$ cat config.mk
export PLATFORM = sky130hd
export DESIGN_NAME = mole_scheduler
export DESIGN_NICKNAME = d
export VERILOG_FILES = /design/src/rtl/mole_scheduler.sv
export SDC_FILE = /design/constraint.sdc
export NUM_CORES = 1
export LEC_CHECK = 0
export ABC_CLOCK_PERIOD_IN_PS = 2400
export CORE_ASPECT_RATIO = 1.1
export CORE_MARGIN = 4
export CORE_UTILIZATION = 50
export CTS_BUF_LIST = sky130_fd_sc_hd__clkbuf_8
export CTS_CLUSTER_DIAMETER = 30
export DETAILED_ROUTE_END_ITERATION = 12
export PLACE_DENSITY = 0.75
export SLEW_MARGIN = 5
export SYNTH_ARGS = -nofsm -noshare
export SYNTH_HDL_FRONTEND = slang
export SYNTH_SLANG_ARGS = --single-unit
$ cat constraint.sdc
create_clock -name clk -period 2.4 [get_ports clk]
set_input_delay 0.48 -clock clk [delete_from_list [all_inputs] [get_ports clk]]
set_output_delay 0.48 -clock clk [all_outputs]
set_load 0.01 [all_outputs]
$ cat src/rtl/mole_scheduler.sv
// Whack-A-Mole game sequencer: picks holes from the RNG, times each mole's
// up-window against the tick strobe, and tallies hits and misses.
module mole_scheduler #(
  parameter int IDX_W      = 2,
  parameter int UP_TICKS   = 100,
  parameter int GAP_BASE   = 20,
  parameter int MAX_MISSES = 3
) (
  input  logic                 clk,
  input  logic                 rst,
  input  logic                 tick,
  input  logic                 start,
  input  logic [7:0]           rnd,
  input  logic [2**IDX_W-1:0]  btn,
  output logic [2**IDX_W-1:0]  mole,
  output logic [7:0]           score,
  output logic [3:0]           misses,
  output logic                 game_over,
  output logic                 rnd_used
);

  localparam int NUM_MOLES = 2**IDX_W;

  localparam logic [1:0] ST_IDLE = 2'd0;
  localparam logic [1:0] ST_GAP  = 2'd1;
  localparam logic [1:0] ST_UP   = 2'd2;
  localparam logic [1:0] ST_OVER = 2'd3;

  typedef enum logic [1:0] {
    IDLE = ST_IDLE,
    GAP  = ST_GAP,
    UP   = ST_UP,
    OVER = ST_OVER
  } state_t;

  localparam logic [7:0]           UP_LOAD    = 8'(UP_TICKS);
  localparam logic [7:0]           GAP_LOAD   = 8'(GAP_BASE);
  localparam logic [3:0]           MISS_LIMIT = 4'(MAX_MISSES);
  localparam logic [NUM_MOLES-1:0] NO_MOLE    = {NUM_MOLES{1'b0}};

  function automatic logic [NUM_MOLES-1:0] onehot(input logic [IDX_W-1:0] i);
    logic [NUM_MOLES-1:0] v;
    v    = NO_MOLE;
    v[i] = 1'b1;
    return v;
  endfunction

  state_t               state_q, state_d;
  logic [7:0]           cnt_q, cnt_d;
  logic [IDX_W-1:0]     prev_idx_q, prev_idx_d;
  logic [NUM_MOLES-1:0] mole_q, mole_d;
  logic [7:0]           score_q, score_d;
  logic [3:0]           misses_q, misses_d;
  logic                 game_over_q, game_over_d;
  logic                 rnd_used_q, rnd_used_d;

  logic [7:0]       gap_load_s;
  logic [7:0]       cnt_dec_s;
  logic [IDX_W-1:0] pick_s;
  logic [3:0]       misses_inc_s;
  logic             expire_s;
  logic             hit_s;
  logic             unused_rnd_bits;

  // Gap length, hole choice with repeat avoidance, and interval expiry.
  always_comb begin
    gap_load_s   = GAP_LOAD + {4'd0, rnd[7:4]};
    cnt_dec_s    = tick ? (cnt_q - 8'd1) : cnt_q;
    expire_s     = tick && (cnt_q == 8'd1);
    hit_s        = btn[prev_idx_q];
    misses_inc_s = misses_q + 4'd1;
    if (rnd[IDX_W-1:0] == prev_idx_q) begin
      pick_s = rnd[IDX_W-1:0] + {{(IDX_W-1){1'b0}}, 1'b1};
    end else begin
      pick_s = rnd[IDX_W-1:0];
    end
  end

  assign unused_rnd_bits = ^rnd;

  // Game FSM: next state and next values of every registered output.
  always_comb begin
    state_d     = state_q;
    cnt_d       = cnt_q;
    prev_idx_d  = prev_idx_q;
    mole_d      = mole_q;
    score_d     = score_q;
    misses_d    = misses_q;
    game_over_d = game_over_q;
    rnd_used_d  = 1'b0;

    case (state_q)
      IDLE, OVER: begin
        mole_d = NO_MOLE;
        if (start) begin
          state_d     = GAP;
          score_d     = 8'd0;
          misses_d    = 4'd0;
          game_over_d = 1'b0;
          cnt_d       = gap_load_s;
          rnd_used_d  = 1'b1;
        end else begin
          state_d = state_q;
        end
      end
      GAP: begin
        mole_d = NO_MOLE;
        if (expire_s) begin
          prev_idx_d = pick_s;
          mole_d     = onehot(pick_s);
          cnt_d      = UP_LOAD;
          rnd_used_d = 1'b1;
          state_d    = UP;
        end else begin
          cnt_d = cnt_dec_s;
        end
      end
      UP: begin
        // A hit on the expiring tick still counts as a hit.
        if (hit_s) begin
          score_d    = (score_q == 8'hFF) ? score_q : (score_q + 8'd1);
          mole_d     = NO_MOLE;
          cnt_d      = gap_load_s;
          rnd_used_d = 1'b1;
          state_d    = GAP;
        end else if (expire_s) begin
          misses_d = misses_inc_s;
          mole_d   = NO_MOLE;
          if (misses_inc_s == MISS_LIMIT) begin
            game_over_d = 1'b1;
            state_d     = OVER;
          end else begin
            cnt_d      = gap_load_s;
            rnd_used_d = 1'b1;
            state_d    = GAP;
          end
        end else begin
          cnt_d = cnt_dec_s;
        end
      end
      default: begin
        state_d     = IDLE;
        mole_d      = NO_MOLE;
        game_over_d = 1'b0;
        cnt_d       = 8'd0;
      end
    endcase
  end

  // State and output registers; reset aborts any game in progress.
  always_ff @(posedge clk or negedge rst) begin
    if (!rst) begin
      state_q     <= IDLE;
      cnt_q       <= 8'd0;
      prev_idx_q  <= {IDX_W{1'b0}};
      mole_q      <= NO_MOLE;
      score_q     <= 8'd0;
      misses_q    <= 4'd0;
      game_over_q <= 1'b0;
      rnd_used_q  <= 1'b0;
    end else begin
      state_q     <= state_d;
      cnt_q       <= cnt_d;
      prev_idx_q  <= prev_idx_d;
      mole_q      <= mole_d;
      score_q     <= score_d;
      misses_q    <= misses_d;
      game_over_q <= game_over_d;
      rnd_used_q  <= rnd_used_d;
    end
  end

  assign mole      = mole_q;
  assign score     = score_q;
  assign misses    = misses_q;
  assign game_over = game_over_q;
  assign rnd_used  = rnd_used_q;

endmodule

==> metrics <==
CTS Hold Bufs=0; # setup viols final=0; vias in the first global route=1,682; top_reg_cell synth=dfrtp_1; placed cells=308; syn nets=245; critical path required time=2.53 ns; Die Y=74.49 µm; later-pin clock latency in the skew report=0.28 ns; DRC=0; Final Cell Area=2546 µm²; antenna violations before repair=0; Worst Clk Skew=0.01019 ns; Max Cap Viol=0; ys async rst share=1.000; WL final=4524 µm; post-route clock period utilization=0.9140; register area share after synthesis=0.3736; count of cell types in the netlist=55; postcts setup bufs=0; H-tree depth=2; clock sinks=30; Overall Global Routing Usage=0.1998; final core utilization=0.6754; worst slew pin tran=0.5559 ns; io pins=34; Slew Viols, Final=0; GPL Wtd Cong=0.8054; HP Start=mole[0]; Overall Power=2.288 mW; vias per cell=5.744; first-pass GRT wire length=7638 µm; class of the tightest hold or removal check=reg2reg; DP Wirelength=3400 µm; Fmax=455.8 MHz; Mean Syn Cell Area=9.134 µm²; Setup CP Type=reg2reg; Die W=68.45 µm; Worst-path clk slew=0.07 ns; WHS Path Cells=2; total grt overflow=0; fin cells=316; Diodes inserted=0; max-slew headroom at the worst pin=0.6287; 1st-iter DRT viols=108; Starting Density=0.5330; CTS Buf Count=5; Nets=290; worst reg2reg path depth=7; row cnt=23; clk buf depth=2; worst min-delay path endpoint=mole[0]; PD cells=898.8 nW/µm²; min Tclk post-route=2.194 ns; CP startpoint kind=register; Worst EP arrival=2.32 ns; LEAKAGE=1.042 nW; Crit Reg-Reg Startpoint=misses[0]; largest net degree at the start of global routing=31; Final Hold Fails=0; EDFF count, synth=0; number of synthesized register bits=30; worst IR drop on VDD=0.4253 mV; post-CTS resize count=0; Yosys warning count=0; worst flop-to-flop path endpoint=rnd_used; Cells after Synth=220; CP Capture Type=register; IO Port Bufs=31; crit path max fanout=8; share of cells above drive strength 1=0.1429; Post-DRT Antenna Nets=0; cell area after synthesis=2009 µm²; synth-to-layout area growth=26.71%; die area=5098 µm²; CTS root buffer=clkbuf_8; RSZ-0062 raised after global routing=false; fill count=312; CTS tree=yes; Vias=1,815; Core Area=3770 µm²; R2R setup slack=0.21 ns; placed cell area=2451 µm²; routed length per instance=14.32 µm; status=complete, no violations; First-pass DRT Iterations=4
## metal layers
layer | track usage | wire length, µm | vias up
met5 | 0 | 0 | -
li1 | - | - | 900
met1 | 0.2628 | 2125 | 865
met3 | 0.05136 | 171 | 6
met4 | 0.07064 | 59 | 0
met2 | 0.3160 | 2167 | 44
## worst max-delay path: stages, from the launching register on
cell and delay (ns):
dfrtp_1 0.46, ha_1 0.27, or4b_2 0.69, o31ai_2 0.12, buf_4 0.20, nor2_1 0.04, o21ai_0 0.15, a31oi_1 0.12
## cell type report
type	count	area [µm²]	area share
tap	50	62.56	0.02457
clock inverter	2	12.51	0.004914
multi-input combinational	175	1200	0.4713
sequential	30	750.7	0.2948
timing repair buffer	43	400.4	0.1572
clock buffer	6	82.58	0.03243
inverter	10	37.54	0.01474
## metrics by stage
stage               hold slack (ns)  setup TNS, ns  setup WS (ns)
finish                       0.4806              0         0.2063
global route                 0.5211              0         0.1062
CTS                          0.4851              0         0.1951
detailed placement           0.4698        -0.1515       -0.06274
global placement             0.4733       -0.03210       -0.02505
floorplan                    0.1844              0         0.3245
## cell families after synthesis
logic type      share of synthesized area
fa+ha+maj                         0.05604
buf+inv                           0.02927
flops                              0.3736
xor+xnor                          0.03051
compound gates                     0.2628
mux                               0.02677
simple gates                       0.2211
## placed cells by master, fill, tap and decap left out, types with 2 or more instances in the layout
cell type        netlist  final
a2111oi_4              2      2
a21boi_0               2      2
a21o_1                 3      3
a21oi_1               12     12
a22o_1                 2      2
a22oi_1                2      2
a31o_2                 2      2
a31oi_1                3      3
a32o_1                 2      2
buf_4                  0     12
clkbuf_8               0      6
clkdlybuf4s50_1        0     31
dfrtp_1               30     30
ha_1                   9      9
inv_1                 10     10
mux2i_1                2      2
nand2_1               39     39
nand2b_1               2      2
nand3_1                9      9
nand4_1                3      3
nor2_1                16     16
nor4_1                 2      2
o21ai_0               20     20
o21ai_4                2      2
o221ai_1               2      2
o2bb2ai_1              2      2
o31ai_1                3      3
or4b_2                 2      2
xnor2_1                5      5
xor2_1                 2      2
## worst max-delay path by stage
stage	startpoint	end
after floorplan	misses[0]	cnt_q[5]
after global placement	btn[3]	cnt_q[1]
after detailed placement	btn[3]	cnt_q[1]
after CTS	misses[0]	rnd_used
after global routing	misses[0]	rnd_used
final	misses[0]	rnd_used
## Yosys cell counts (2+ instances only)
master	count	share of area
a22o_1	2	0.0087
or4b_2	2	0.010
a2111oi_4	2	0.027
a22oi_1	2	0.0075
clkbuf_1	2	0.0037
nor4_1	2	0.0062
xor2_1	2	0.0087
o21ai_4	2	0.016
xnor2_1	5	0.022
nand3_1	9	0.022
nand2b_1	2	0.0062
nand4_1	3	0.0093
nor2_1	16	0.030
buf_2	2	0.0050
a21oi_1	12	0.030
inv_1	10	0.019
a31o_2	2	0.0087
a31oi_1	3	0.0093
o31ai_1	3	0.011
a21boi_0	2	0.0075
dfrtp_1	30	0.37
o221ai_1	2	0.0087
nand2_1	39	0.073
o21ai_0	20	0.050
a21o_1	3	0.011
a32o_1	2	0.010
o2bb2ai_1	2	0.0087
mux2i_1	2	0.010
ha_1	9	0.056
## report_power, final
| group | internal (mW) | switching, mW | leakage, nW |
|---|---|---|---|
| Clock | 0.230 | 0.189 | 0.0472 |
| Sequential | 0.601 | 0.115 | 0.404 |
| Combinational | 0.485 | 0.668 | 0.591 |
| Total | 1.32 | 0.972 | 1.04 |
## state kept, by name, indices dropped and copies added (netlist names)
signal / cells
cnt_q: 8
score: 8
misses: 4
mole: 4
prev_idx_q: 2
state_q: 2
game_over: 1
rnd_used: 1
No activity file was read; power rests on OpenSTA's default activity.
==> patch 1: new RTL, same flow settings <==
Register the output `misses` once more, with the module's reset; this adds one clock of latency there. The other outputs are not delayed to match.
--- a/src/rtl/mole_scheduler.sv
+++ b/src/rtl/mole_scheduler.sv
@@ -174,3 +174,9 @@
   assign score     = score_q;
-  assign misses    = misses_q;
+  always_ff @(posedge clk or negedge rst) begin
+    if (!rst) begin
+      misses <= '0;
+    end else begin
+      misses <= misses_q;
+    end
+  end
   assign game_over = game_over_q;
Behaviour: same outputs for any inputs over 10 cycles, from zero or initial values and one cycle with rst low; that may be too few to reach the edited logic, so the function may still have changed.
==> patch 1 against the original RTL <==
  * Clock skew fell by 0.0025 ns
  * Synthesized area rose by 6.7%
  * Sequential cell count rose by 4
  * Largest power group unchanged
  * Sequential share of layout area rose by 2.9 points
  * Core utilization fell by 2.7 points
  * Count of clock-buffer cells in the layout did not move
  * First-iteration DRC count fell by 1.9%
  * Routed wire length rose by 7.6%
  * Final area rose by 3.2%
  * Worst setup slack improved by 0.11 ns
  * Critical path depth fell by 1
  * Combinational power fell by 7%
  * Power rose by 0.15%
  * Die area rose by 5.9%
==> patch 1: results (changes against the original RTL) <==
* Status: complete, no violations
* DR iter-0 viols at 106 (-1.9%)
* Worst hold margin at 0.479 ns (-0.00205 ns)
* Int Power at 1350 uW (+2.9%)
* Slew margin rel. at 61.9% (-1.0 points)
* Max incr delay on CP at 0.57 ns (-0.12 ns)
* Hold path startpoint: misses_q[2]$_DFFE_PN0P_
* DP Cell Count at 304 (-1.3%)
* Hold Path Depth at 0 (-2)
* Met1 usage at 26.3% (about the same)
* Switching power at 938 uW (-3.5%)
* Placed inst area at 0.00254 sq mm (+3.5%)
* Worst reg2reg endpoint: score[6]$_DFFE_PN0P_
* Syn Inst Count at 221 (+0.45%)
* Met3 WL at 213 um (+25%)
* Placer Congestion at 0.830 (+3.0%)
* WL met1 at 2250 um (+5.8%)
* Routed wl met2 at 2320 um (+7.2%)
* Finished Core Util at 64.8% (-2.7 points)
* First-pass GRT wire length at 8660 um (+13%)
* Detail Placement HPWL at 3430 um (+1.0%)
* GRT Overall Usage at 19.8% (-0.15 points)
* Setup WS pre-CTS at 0.0997 ns (+0.162 ns)
* CP delay by family, top: compound AO/OA/AOI/OAI gates
* Vias in the first global route at 1813 (+7.8%)
* Detailed-route via count at 1821 (+0.33%)
* Synth area leaders: dfrtp_1 (40%), ha_1 (5.3%), nand2_1 (5.1%)
* Critical-path top delay cell: o31ai_4
* Detailed Route WL at 4870 um (+7.6%)
* Setup Skew at 0.00773 ns (-0.00246 ns)
* Register area share after synthesis at 39.7% (+2.3 points)
* GRT met2 Usage at 30.9% (-0.70 points)
* Hold endpoint: misses[2]$_DFF_PN0_
* Reg-to-reg setup timing slack at 0.31 ns (+0.11 ns)
* Layout cell share with drive strength beyond 1 at 11.9% (-2.4 points)
* Most common library cells after synthesis: dfrtp_1 (34), nand2_1 (29), o21ai_0 (18)
* Pin count of the biggest net entering global routing at 35 (+13%)
* Layout net count at 284 (-2.1%)
* Peak supply drop at 0.531 mV (+25%)
patch 1: cell types whose count changed after synthesis, moves of 3 or more:
cell	before	now
nand2_1	39	29
nor3_1	0	7
a21oi_1	12	7
o2bb2ai_1	2	7
a211oi_1	1	5
a2bb2oi_1	0	4
dfrtp_1	30	34
nor2_1	16	12
o221ai_1	2	6
mux2i_1	2	5
nand2b_1	2	5
nand3_1	9	6
o31ai_1	3	0
patch 1: cells by family after synthesis:
group | after synthesis | share of synthesized area (%)
buf+inv | 17 | 3.50
mux | 8 | 4.44
simple gates | 73 | 16.9
flops | 34 | 39.7
compound gates | 72 | 27.0
fa+ha+maj | 9 | 5.25
xor+xnor | 8 | 3.27
patch 1: cell type report:
cell class	count	share of cell area (%)
Inverter	9	1.29
Clock inverter	2	0.333
Clock buffer	6	3.14
Sequential cell	34	32.4
Tap cell	52	2.48
Timing Repair Buffer	39	14.1
Multi-Input combinational cell	170	46.3
==> patch 2: new RTL, same settings <==
Made on the original files. Change the parameter `IDX_W` from 2 to 3.
--- a/src/rtl/mole_scheduler.sv
+++ b/src/rtl/mole_scheduler.sv
@@ -3,3 +3,3 @@
 module mole_scheduler #(
-  parameter int IDX_W      = 2,
+  parameter int IDX_W      = 3,
   parameter int UP_TICKS   = 100,
Interface: changed (resized btn and mole); port bits go from 34 to 42. The function was not compared with the original's and may differ.
==> patch 2 against the original RTL <==
  * Via count grew 4.7%
  * Final area rose by 13%
  * Routed wire length grew 5.7%
  * Worst setup slack improved by 0.069 ns
  * Power is 11% higher
  * Sequential cell count up 5
  * Final cell count increased by 10%
  * Sequential power increased by 15%
  * Synthesized area rose by 10%
  * Critical endpoint is now cnt_q[6]$_DFFE_PN0P_
==> patch 2: results (changes against the original RTL) <==
* Status: complete, no violations
* Leakage at 0.00131 uW (+26%)
* Vias/cell at 5.45 (-5.2%)
* Critical path data arrival time at 2.34 ns (+0.02 ns)
* Placer Congestion at 0.829 (+2.9%)
* Worst r2r src: prev_idx_q[0]$_DFFE_PN0P_
* DP Cell Count at 341 (+11%)
* Layout net count at 324 (+12%)
* Slew margin rel. at 62.2% (-0.68 points)
* CTS H-tree depth at 2 (unchanged)
* Net Count, Synth at 268 (+9.4%)
* GRT Overall Usage at 18.2% (-1.8 points)
* Register area share after synthesis at 39.5% (+2.1 points)
* Vias in the first global route at 1820 (+8.2%)
* Mean Syn Cell Area at 9.32 sq um (+2.0%)
* Ys async rst share at 100% (unchanged)
* Placed inst area at 0.00276 sq mm (+13%)
* Layout cell share with drive strength beyond 1 at 13.2% (-1.1 points)
* Critical-path top delay cell: dfrtp_1
* Detail Placement HPWL at 3580 um (+5.2%)
* Max incr delay on CP at 0.54 ns (-0.15 ns)
* Synth area leaders: dfrtp_1 (39%), ha_1 (5.6%), nand2_1 (4.1%)
* Max clock buf depth at 2 (unchanged)
* DR iter-0 viols at 73 (-32%)
* Most common library cells after synthesis: dfrtp_1 (35), nand2_1 (24), nor2_1 (20)
* Pin count of the biggest net entering global routing at 36 (+16%)
* Worst reg2reg endpoint: cnt_q[6]$_DFFE_PN0P_
* Antenna violations before repair at 0 (unchanged)
* Ys Warns at 0 (unchanged)
* I/O Buffers at 40 (+29%)
* Post-synth design cell area at 0.00222 sq mm (+10%)
* Setup Skew at 0.00732 ns (-0.00287 ns)
* Yosys cell types at 57 (+3.6%)
* First-pass GRT wire length at 8260 um (+8.1%)
* Detailed Route WL at 4780 um (+5.7%)
* CP delay by family, top: compound AO/OA/AOI/OAI gates
* Switching power at 992 uW (+2.0%)
* Peak supply drop at 0.585 mV (+38%)
* Final std cells w/o fill at 349 (+10%)
* Maximum fanout along the worst path at 9 (+1)
* Worst Setup End Kind: flip-flop
* Reg-to-reg setup timing slack at 0.28 ns (+0.07 ns)
==> patch 2: power by group through the flow <==
stage | clock network [uW] | registers [uW] | logic, uW
floorplan | 0 | 796 | 873
global placement | 0 | 829 | 1160
detailed placement | 0 | 830 | 1180
CTS | 545 | 820 | 1190
global route | 564 | 841 | 1340
finish | 534 | 820 | 1180
==> patch 2: cell type report <==
cell class | count | area (sq um)
flip-flops and latches | 35 | 876
clock buffers | 5 | 68.8
inverters | 11 | 41.3
clock inverters | 3 | 43.8
repair buffers | 56 | 520
well taps | 54 | 67.6
fillers | 347 | 1410
multi-input cells | 185 | 1260
==> patch 2: cells by family after synthesis <==
family | count (synthesis) | share of synthesized area (%)
AO/OA/AOI/OAI | 59 | 20.0
XOR/XNOR | 12 | 4.74
adder cells (fa/ha/maj) | 10 | 5.64
buffers and inverters | 18 | 3.83
flip-flops | 35 | 39.5
multiplexers | 8 | 3.89
AND/OR/NAND/NOR | 96 | 22.4
==> patch 2: metrics by stage <==
stage          utilization, %  power, uW  setup WS [ns]
2_1_floorplan               -       1670          0.625
3_3_place_gp             64.5       1990         -0.221
3_5_place_dp             64.5       2010         -0.230
4_1_cts                  67.1       2550         0.0809
5_1_grt                  67.2       2750          0.145
6_report                 67.2       2540          0.275
==> patch 2: worst min-delay path by stage <==
stage / from / to / slack, ns / depth (start not counted)
6_report: mole[6]$_DFFE_PN0P_ / mole[6]$_DFFE_PN0P_ / 0.50 / 1
5_1_grt: mole[6]$_DFFE_PN0P_ / mole[6]$_DFFE_PN0P_ / 0.53 / 1
4_1_cts: mole[6]$_DFFE_PN0P_ / mole[6]$_DFFE_PN0P_ / 0.51 / 1
3_5_place_dp: mole[6]$_DFFE_PN0P_ / mole[6]$_DFFE_PN0P_ / 0.49 / 1
3_3_place_gp: mole[1]$_DFFE_PN0P_ / mole[1]$_DFFE_PN0P_ / 0.49 / 1
2_1_floorplan: rst / cnt_q[0]$_DFFE_PN0P_ / 0.18 / 0
==> patch 2: layer usage <==
layer,part of all wire [%],up-vias,GRT usage (%)
li1,-,957,-
met5,0,-,0
met3,6.2,7,4.40
met2,46,51,28.5
met4,1.6,0,5.64
met1,46,886,24.9
